$ cat src/rtl/ibex_prefetch_ctrl_if.sv
// Fetch request controller bus: control, instruction memory port, FIFO push.
// master = controller side, slave = core/memory/FIFO side; err pair with IBEX_PREFETCH_ERR_EN.
interface ibex_prefetch_ctrl_if;
  logic        req_i;
  logic        branch_i;
  logic [31:0] addr_i;
  logic        busy_o;
  logic        instr_req_o;
  logic [31:0] instr_addr_o;
  logic        instr_gnt_i;
  logic        instr_rvalid_i;
  logic [31:0] instr_rdata_i;
  logic        fifo_ready_i;
  logic        fifo_valid_o;
  logic [31:0] fifo_rdata_o;
  logic [31:0] fifo_addr_o;
  logic        fifo_clear_o;
`ifdef IBEX_PREFETCH_ERR_EN
  logic        instr_err_i;
  logic        fifo_err_o;
`endif

  modport master (
`ifdef IBEX_PREFETCH_ERR_EN
    input  instr_err_i,
    output fifo_err_o,
`endif
    input  req_i,
    input  branch_i,
    input  addr_i,
    output busy_o,
    output instr_req_o,
    output instr_addr_o,
    input  instr_gnt_i,
    input  instr_rvalid_i,
    input  instr_rdata_i,
    input  fifo_ready_i,
    output fifo_valid_o,
    output fifo_rdata_o,
    output fifo_addr_o,
    output fifo_clear_o
  );

  modport slave (
`ifdef IBEX_PREFETCH_ERR_EN
    output instr_err_i,
    input  fifo_err_o,
`endif
    output req_i,
    output branch_i,
    output addr_i,
    input  busy_o,
    input  instr_req_o,
    input  instr_addr_o,
    output instr_gnt_i,
    output instr_rvalid_i,
    output instr_rdata_i,
    output fifo_ready_i,
    input  fifo_valid_o,
    input  fifo_rdata_o,
    input  fifo_addr_o,
    input  fifo_clear_o
  );
endinterface

$ cat src/rtl/ibex_prefetch_ctrl.sv
// Single-outstanding instruction fetch controller feeding the fetch FIFO.
// Ports: clk, rst (async, high), bus (master). Option: IBEX_PREFETCH_ERR_EN.
module ibex_prefetch_ctrl #(
  parameter logic [31:0] BOOT_ADDR = 32'h0000_0080
) (
  input logic           clk,
  input logic           rst,
  ibex_prefetch_ctrl_if.master bus
);

  typedef enum logic [1:0] {
    IDLE,
    WAIT_GNT,
    WAIT_RVALID,
    WAIT_ABORTED
  } state_e;

  state_e      state_q, state_d;
  logic [31:0] fetch_addr_q, fetch_addr_d;
  logic [31:0] rsp_addr_q, rsp_addr_d;
  logic        abort_q, abort_d;
  logic [31:0] nxt, inc_addr, req_addr;
  logic        issue_ok, issue, push, req;
  logic        err_blk, rsp_err;

`ifdef IBEX_PREFETCH_ERR_EN
  logic err_q, err_d;
  assign err_blk = err_q;
  assign rsp_err = bus.instr_err_i;
  assign bus.fifo_err_o = push & rsp_err;

  always_comb begin
    err_d = err_q;
    if (bus.branch_i) err_d = 1'b0;
    if (push & rsp_err) err_d = 1'b1;
  end

  always_ff @(posedge clk or posedge rst) begin
    if (rst) err_q <= 1'b0;
    else     err_q <= err_d;
  end
`else
  assign err_blk = 1'b0;
  assign rsp_err = 1'b0;
`endif

  // A branch may always issue: the FIFO is being cleared.
  assign issue_ok = ~rst & bus.req_i
                  & (bus.branch_i | (bus.fifo_ready_i & ~err_blk));
  assign inc_addr = {rsp_addr_q[31:2] + 30'd1, 2'b00};

  always_comb begin
    state_d      = state_q;
    fetch_addr_d = bus.branch_i ? bus.addr_i : fetch_addr_q;
    rsp_addr_d   = rsp_addr_q;
    abort_d      = abort_q;
    nxt          = bus.branch_i ? bus.addr_i : fetch_addr_q;
    issue        = 1'b0;
    push         = 1'b0;
    req          = 1'b0;
    req_addr     = 32'h0;
    unique case (state_q)
      IDLE: begin
        issue = issue_ok;
      end
      WAIT_GNT: begin
        req      = 1'b1;
        req_addr = {rsp_addr_q[31:2], 2'b00};
        if (bus.branch_i) abort_d = 1'b1;
        if (bus.instr_gnt_i) begin
          abort_d = 1'b0;
          state_d = (abort_q | bus.branch_i) ? WAIT_ABORTED
                                             : WAIT_RVALID;
        end
      end
      WAIT_RVALID: begin
        if (bus.instr_rvalid_i) begin
          state_d = IDLE;
          if (!bus.branch_i) begin
            push         = 1'b1;
            fetch_addr_d = inc_addr;
            nxt          = inc_addr;
            issue        = issue_ok & ~rsp_err;
          end else begin
            issue = issue_ok;
          end
        end else if (bus.branch_i) begin
          state_d = WAIT_ABORTED;
        end
      end
      WAIT_ABORTED: begin
        if (bus.instr_rvalid_i) begin
          state_d = IDLE;
          issue   = issue_ok;
        end
      end
      default: state_d = IDLE;
    endcase
    // rsp_addr keeps bit 1 so an unaligned target is reported as-is.
    if (issue) begin
      req        = 1'b1;
      req_addr   = {nxt[31:2], 2'b00};
      rsp_addr_d = nxt;
      abort_d    = 1'b0;
      state_d    = bus.instr_gnt_i ? WAIT_RVALID : WAIT_GNT;
    end
  end

  always_ff @(posedge clk or posedge rst) begin
    if (rst) begin
      state_q      <= IDLE;
      fetch_addr_q <= BOOT_ADDR;
      rsp_addr_q   <= 32'h0;
      abort_q      <= 1'b0;
    end else begin
      state_q      <= state_d;
      fetch_addr_q <= fetch_addr_d;
      rsp_addr_q   <= rsp_addr_d;
      abort_q      <= abort_d;
    end
  end

  assign bus.busy_o       = (state_q != IDLE);
  assign bus.instr_req_o  = req;
  assign bus.instr_addr_o = req_addr;
  assign bus.fifo_valid_o = push;
  assign bus.fifo_rdata_o = bus.instr_rdata_i;
  assign bus.fifo_addr_o  = rsp_addr_q;
  assign bus.fifo_clear_o = bus.branch_i;

endmodule

$ cat src/flat_wrapper.sv
// flat-port wrapper written by rule: the top's interface ports become plain ports
module ibex_prefetch_ctrl_flat 
#(
  parameter logic [31:0] BOOT_ADDR = 32'h0000_0080
)
  (clk, rst, bus_req_i, bus_branch_i, bus_addr_i, bus_busy_o, bus_instr_req_o, bus_instr_addr_o, bus_instr_gnt_i, bus_instr_rvalid_i, bus_instr_rdata_i, bus_fifo_ready_i, bus_fifo_valid_o, bus_fifo_rdata_o, bus_fifo_addr_o, bus_fifo_clear_o);
  ibex_prefetch_ctrl_if bus_i ();
  input logic clk;
  input logic rst;
  input wire logic [$bits(bus_i.req_i)-1:0] bus_req_i;
  input wire logic [$bits(bus_i.branch_i)-1:0] bus_branch_i;
  input wire logic [$bits(bus_i.addr_i)-1:0] bus_addr_i;
  output wire logic [$bits(bus_i.busy_o)-1:0] bus_busy_o;
  output wire logic [$bits(bus_i.instr_req_o)-1:0] bus_instr_req_o;
  output wire logic [$bits(bus_i.instr_addr_o)-1:0] bus_instr_addr_o;
  input wire logic [$bits(bus_i.instr_gnt_i)-1:0] bus_instr_gnt_i;
  input wire logic [$bits(bus_i.instr_rvalid_i)-1:0] bus_instr_rvalid_i;
  input wire logic [$bits(bus_i.instr_rdata_i)-1:0] bus_instr_rdata_i;
  input wire logic [$bits(bus_i.fifo_ready_i)-1:0] bus_fifo_ready_i;
  output wire logic [$bits(bus_i.fifo_valid_o)-1:0] bus_fifo_valid_o;
  output wire logic [$bits(bus_i.fifo_rdata_o)-1:0] bus_fifo_rdata_o;
  output wire logic [$bits(bus_i.fifo_addr_o)-1:0] bus_fifo_addr_o;
  output wire logic [$bits(bus_i.fifo_clear_o)-1:0] bus_fifo_clear_o;
  assign bus_i.req_i = bus_req_i;
  assign bus_i.branch_i = bus_branch_i;
  assign bus_i.addr_i = bus_addr_i;
  assign bus_busy_o = bus_i.busy_o;
  assign bus_instr_req_o = bus_i.instr_req_o;
  assign bus_instr_addr_o = bus_i.instr_addr_o;
  assign bus_i.instr_gnt_i = bus_instr_gnt_i;
  assign bus_i.instr_rvalid_i = bus_instr_rvalid_i;
  assign bus_i.instr_rdata_i = bus_instr_rdata_i;
  assign bus_i.fifo_ready_i = bus_fifo_ready_i;
  assign bus_fifo_valid_o = bus_i.fifo_valid_o;
  assign bus_fifo_rdata_o = bus_i.fifo_rdata_o;
  assign bus_fifo_addr_o = bus_i.fifo_addr_o;
  assign bus_fifo_clear_o = bus_i.fifo_clear_o;
  ibex_prefetch_ctrl #(.BOOT_ADDR(BOOT_ADDR)) u_core (.clk(clk), .rst(rst), .bus(bus_i));
endmodule
$ cat config.mk
export PLATFORM = sky130hd
export DESIGN_NAME = ibex_prefetch_ctrl_flat
export DESIGN_NICKNAME = d
export VERILOG_FILES = /design/src/rtl/ibex_prefetch_ctrl_if.sv /design/src/rtl/ibex_prefetch_ctrl.sv /design/src/flat_wrapper.sv
export SDC_FILE = /design/constraint.sdc
export NUM_CORES = 1
export LEC_CHECK = 0
export BUFFER_PORTS_ARGS = -buffer_cell sky130_fd_sc_hd__buf_2
export CORE_MARGIN = 2
export CORE_UTILIZATION = 45
export CTS_CLUSTER_SIZE = 40
export DETAILED_ROUTE_END_ITERATION = 10
export PLACE_DENSITY_LB_ADDON = 0.05
export SLEW_MARGIN = 20
export SYNTH_ARGS = -nofsm -noshare
export SYNTH_HDL_FRONTEND = slang
export SYNTH_SLANG_ARGS = --single-unit
$ cat constraint.sdc
create_clock -name clk -period 2.1 [get_ports clk]
set_input_delay 0.525 -clock clk [delete_from_list [all_inputs] [get_ports clk]]
set_output_delay 0.525 -clock clk [all_outputs]
set_load 0.01 [all_outputs]
# Word-level counts from Yosys, hierarchy flattened
# Cells that the tools add are included.
# word_totals
register_bits,67
latchBits,0
mem_bits_rw,0
mem_bits_ro,0
input_bits,71
out_inout_bits,100
elab_cells,49
n_memories,0
# op_classes
n_addsub,1
n_mul,0
n_div,0
magnitude_cmp,0
n_eq_ne,6
shifts,0
n_mux,25
bitwise_logic,5
reduce_logical,8
# op_table
operator,n
32-bit two-way mux,6
30-bit by 1-bit adder with 30-bit output (second input constant),1
2-bit two-way mux,6
1-bit two-way mux,11
3-bit by 2-bit inequality test with 1-bit output (second input constant),2
2-bit one-hot mux with 3 select lines,1
2-bit equality test (second input constant),2
4-bit by 3-bit inequality test with 1-bit output (second input constant),1
4-bit AND reduction,1
2-bit nonzero test,2
4-bit nonzero test,1
3-bit nonzero test,1
1-bit AND,2
2-bit by 1-bit equality test with 1-bit output (second input constant),1
2-bit zero test,1
1-bit OR,2
1-bit one-hot mux with 2 select lines,1
2-bit AND reduction,1
2-bit OR reduction,1
1-bit NOT,1

# Logic depth before layout (Yosys ltp)
# depth
depth_word,7
depth_mapped,9
depth_no_buf,7

# Worst setup path before layout
# No wires, ideal clock.
# synth_timing
kind,reg-to-output
startpoint,reg u_core.rsp_addr_q[3] (netlist: u_core.bus.fifo_addr_o[3])
endpoint,out bus_instr_addr_o[24]
arrival_ps,1926
required_ps,1575
path_slack_ps,-351
stages_incl_launch_ff,8
path_buffers,1
path_cell_list,dfrtp_1 ha_1 nand3_2 or3_1 buf_2 or3_1 a21oi_1 o21ai_0
# synth_between
elab_chain_cells,5
# synth_rtl
element,line_no,rtl
from (decl),ibex_prefetch_ctrl.sv:20,"logic [31:0] rsp_addr_q, rsp_addr_d;"
from (signal assigned),ibex_prefetch_ctrl.sv:118,rsp_addr_q <= rsp_addr_d;
30-bit by 1-bit adder with 30-bit output,ibex_prefetch_ctrl.sv:50,"assign inc_addr = {rsp_addr_q[31:2] + 30'd1, 2'b00};"
32-bit two-way mux,ibex_prefetch_ctrl.sv:79,if (!bus.branch_i) begin
32-bit two-way mux,ibex_prefetch_ctrl.sv:77,if (bus.instr_rvalid_i) begin
32-bit two-way mux,ibex_prefetch_ctrl.sv:62,unique case (state_q)
32-bit two-way mux,ibex_prefetch_ctrl.sv:100,if (issue) begin
to (decl),flat_wrapper.sv:15,output wire logic [$bits(bus_i.instr_addr_o)-1:0] bus_instr_addr_o;
# No other way between the ends.

# Final worst setup path
# Same ends and word-level chain as after synthesis.

==> reports/results.ini <==
[finish]
antenna_cells = 0
num-fill-cells = 798
fin_nets = 879
multi_input_area_um2 = 2980
layout_common_cells = sky130_fd_sc_hd__buf_4, sky130_fd_sc_hd__buf_2, sky130_fd_sc_hd__nand2_1, sky130_fd_sc_hd__dfrtp_1, sky130_fd_sc_hd__o21ai_0
drive_above_1_share_pct = 53.1
regArea_um2 = 1690
mostFrequentLayoutCell = sky130_fd_sc_hd__buf_4
synthToLayoutAreaGrowth_pct = 58.8

[power]
seq_power_share_pct = 26.2
irDropWorstVdd_v = 0.000624
power-per-cell-area_nw_per_um2 = 1070
portion_of_total_power_attributed_to_combinational_logic_pct = 59.8
power_report.internal_total_mw = 4.65
power.switching_fraction_pct = 41.8
power.total_mw = 7.99
switching_power_mw = 3.34
leakage_nw = 3.63
pwr-share-clk_pct = 14.0

[yosys]
ys_async_sr_fraction_pct = 100
post_synth_fa_ha_maj_area_fraction_pct = 0.267
synthesis.instances = 565
dominantRegCellSynth = sky130_fd_sc_hd__dfrtp_1
post_synth_xor_area_fraction_pct = 3.17
yosysWarningCount = 0
synth_top_family_by_area = compound AO/OA/AOI/OAI gates
ys_types = 71
synth_edf_count = 0
synth_seq_cells = 67
synth-seq-area-share_pct = 35.7
synthSimpleGateAreaFrac_pct = 23.0
avg_inst_size_synth_um2 = 8.31
share_of_the_synthesized_area_in_compound_gates_ao_oa_aoi_oai_pct = 23.1
synthesis.area_um2 = 4690
yosys-mux-area-fraction_pct = 3.89

[clocking]
clkLatencyLatePin_ps = 350
tritoncts = done
cts_max_path_buffers = 2
hold_buffers = 0
cts-buffers-inserted = 9
htree_levels = 3
clkSinkCount = 67
clk_root_buffer_cell = sky130_fd_sc_hd__clkbuf_8
cts.clk_slew.worst_paths_ps = 80

[routing]
drc_errors_left = 0
routed_wirelength_mm = 16.8
detailroute.via_count = 5226
detail_route.first_pass.iterations = 5
ratio_of_routed_vias_to_standard_cells = 5.51
detail-route-antenna-nets = 0
wl_per_instance_um = 17.7
detail_route.iter0.violations = 311

[global_route]
first_pass_grt_wire_length_mm = 26.0
initial_antenna_violation_count = 0
pin_count_of_the_biggest_net_entering_global_routing = 29
number_of_global_route_vias_before_repair = 5186
groute.usage.overall_pct = 29.2
gr-total-overflow = 0

[outcome]
status = complete, but fails checks
violations = negative setup slack

[floorplanning]
die_h_um = 106
die_w_um = 106
core-area_um2 = 10200
io-pin-count = 171
fp.dieArea_um2 = 11300
initial_utilization_pct = 45.9
rows = 37

[setup_path]
worstPathRequired_ps = 1570
cpPeakStageDelay_ps = 420
timing.critical_path.arrival_ps = 2200
category_of_the_most_critical_setup_path = register to output pin
setup.worst_path.end_class = output pin
crit_start = u_core.bus.fifo_addr_o[3]
worst_path_dominant_cell_family = simple AND/OR/NAND/NOR gates
critical_path.cell_chain = ha_4 -> nand3_4 -> or3_4 -> or3_4 -> a21oi_2 -> o21ai_1 -> buf_2
timing.critical_path.from_type = register
crit_path_max_fanout = 5
critPathSlowestCell = sky130_fd_sc_hd__dfrtp_2
most_common_cell_on_crit_path = sky130_fd_sc_hd__or3_4
critical_path_buf_inv_count = 1
reg2reg_launch_point = u_core.state_q[1]

[timing]
unrepaired_setup_endpoints_after_global_routing = yes
period_needed_ps = 2720
share_of_the_clock_period_used_by_the_worst_path_after_layout_pct = 130
finClkSkew_ps = 9.41
post-route-worst-setup-slack_ps = -624
finalMaxSlewViolations = 0
max_clock_freq_mhz = 367
finalHoldViolations = 0
setup-violations-final = 33

[place]
detailedPlacementHpwl_mm = 11.6
buffer_ports.inserted = 104
place_congestion = 0.921
worst_slack_at_placement_ps = -342

[run]
cap_violations = 0

[hold_path]
hold_class = primary input to asynchronous set/reset pin

==> power by group through the flow <==
stage                     Combinational (mW)  Sequential [mW]  Clock [mW]
final                                   4.78             2.10        1.12
after global routing                    5.14             2.14        1.18
after CTS                               4.48             2.08        1.14
after detailed placement                4.14             2.09           0
after global placement                  4.08             2.07           0
after floorplan                         1.99             2.34           0
==> final timing paths <==
kind | endpoint | slack, ps | cells past startpoint
max in group asynchronous | u_core.fetch_addr_q[7] | 1230 | 4
worst max-delay path | bus_instr_addr_o[24] | -620 | 7
worst min register to register | u_core.bus.fifo_addr_o[1] | 470 | 2
worst min-delay path | u_core.fetch_addr_q[27] | 320 | 3
worst max register to register | u_core.bus.fifo_addr_o[9] | 0 | 10
min in group clk | u_core.fetch_addr_q[6] | 400 | 3
==> flip-flops by register name (all words and copies together) (netlist names) <==
signal	flops
u_core.abort_q	1
u_core.bus.fifo_addr_o	32
u_core.fetch_addr_q	32
u_core.state_q	2
==> per-layer routing <==
| metal | vias up | GRT usage (%) | wire length (um) |
|---|---|---|---|
| li1 | 2469 | - | - |
| met1 | 2522 | 39.3 | 7200 |
| met2 | 195 | 48.0 | 8240 |
| met3 | 40 | 4.35 | 994 |
| met4 | 0 | 10.4 | 350 |
| met5 | - | 0 | 0 |
==> synthesized netlist by cell type (6+ instances only) <==
cell	count	area (um2)
sky130_fd_sc_hd__nor2_1	36	135
sky130_fd_sc_hd__o21ai_0	54	270
sky130_fd_sc_hd__buf_4	35	263
sky130_fd_sc_hd__a31oi_1	6	37.5
sky130_fd_sc_hd__a22o_1	8	70.1
sky130_fd_sc_hd__o22ai_1	8	50.1
sky130_fd_sc_hd__nor2b_1	7	43.8
sky130_fd_sc_hd__dfrtp_1	66	1650
sky130_fd_sc_hd__nand2_1	78	293
sky130_fd_sc_hd__clkbuf_1	24	90.1
sky130_fd_sc_hd__or3_1	10	62.6
sky130_fd_sc_hd__a21oi_1	25	125
sky130_fd_sc_hd__inv_1	22	82.6
sky130_fd_sc_hd__a21o_1	13	97.6
sky130_fd_sc_hd__mux2_2	10	113
sky130_fd_sc_hd__nand3_1	12	60.1
sky130_fd_sc_hd__mux2i_1	7	70.1
sky130_fd_sc_hd__nand3b_1	6	45.0
sky130_fd_sc_hd__buf_2	9	45.0
sky130_fd_sc_hd__and3_1	6	37.5
sky130_fd_sc_hd__nand4_1	9	56.3
sky130_fd_sc_hd__xnor2_1	12	105
sky130_fd_sc_hd__o31ai_1	6	45.0
==> final cells by class <==
class | instances | share of cell area (%)
clock buffers | 11 | 1.90
flip-flops and latches | 67 | 22.7
repair buffers | 304 | 31.2
clock inverters | 5 | 0.705
inverters | 22 | 1.23
well taps | 136 | 2.28
multi-input cells | 403 | 40.0
==> cell families (layout without fill, tap and decap cells) <==
logic type      count (synthesis)  in the layout
buf+inv                        96            342
mux                            17             17
simple gates                  201            201
compound gates                165            165
flops                          67             67
other cells                     1              2
xor+xnor                       17             17
fa+ha+maj                       1              1
==> tightest hold or removal path, cell delays in order <==
cell and delay (ps):
sky130_fd_sc_hd__buf_2 120, sky130_fd_sc_hd__buf_4 150, sky130_fd_sc_hd__clkinvlp_4 300
==> per-stage QoR <==
stage	utilization (%)	TNS, ps	instances	hold slack, ps	instance area, um2
global route	72.9	-18430	948	339	7460
global placement	62.4	-7720	882	456	6380
floorplan	-	-1080	566	481	4940
CTS	69.9	-16080	934	313	7150
finish	72.9	-15880	948	321	7460
detailed placement	62.4	-8460	882	461	6380
==> what timing repair did <==
| action | CTS | global route |
|---|---|---|
| pin swaps | 27 | 30 |
| endpoints found under the setup margin | 32 | 35 |
| gates resized for setup | 75 | 43 |
| gates cloned | 0 | 1 |
| setup buffers | 39 | 18 |
(Power assumes the default switching activity.)
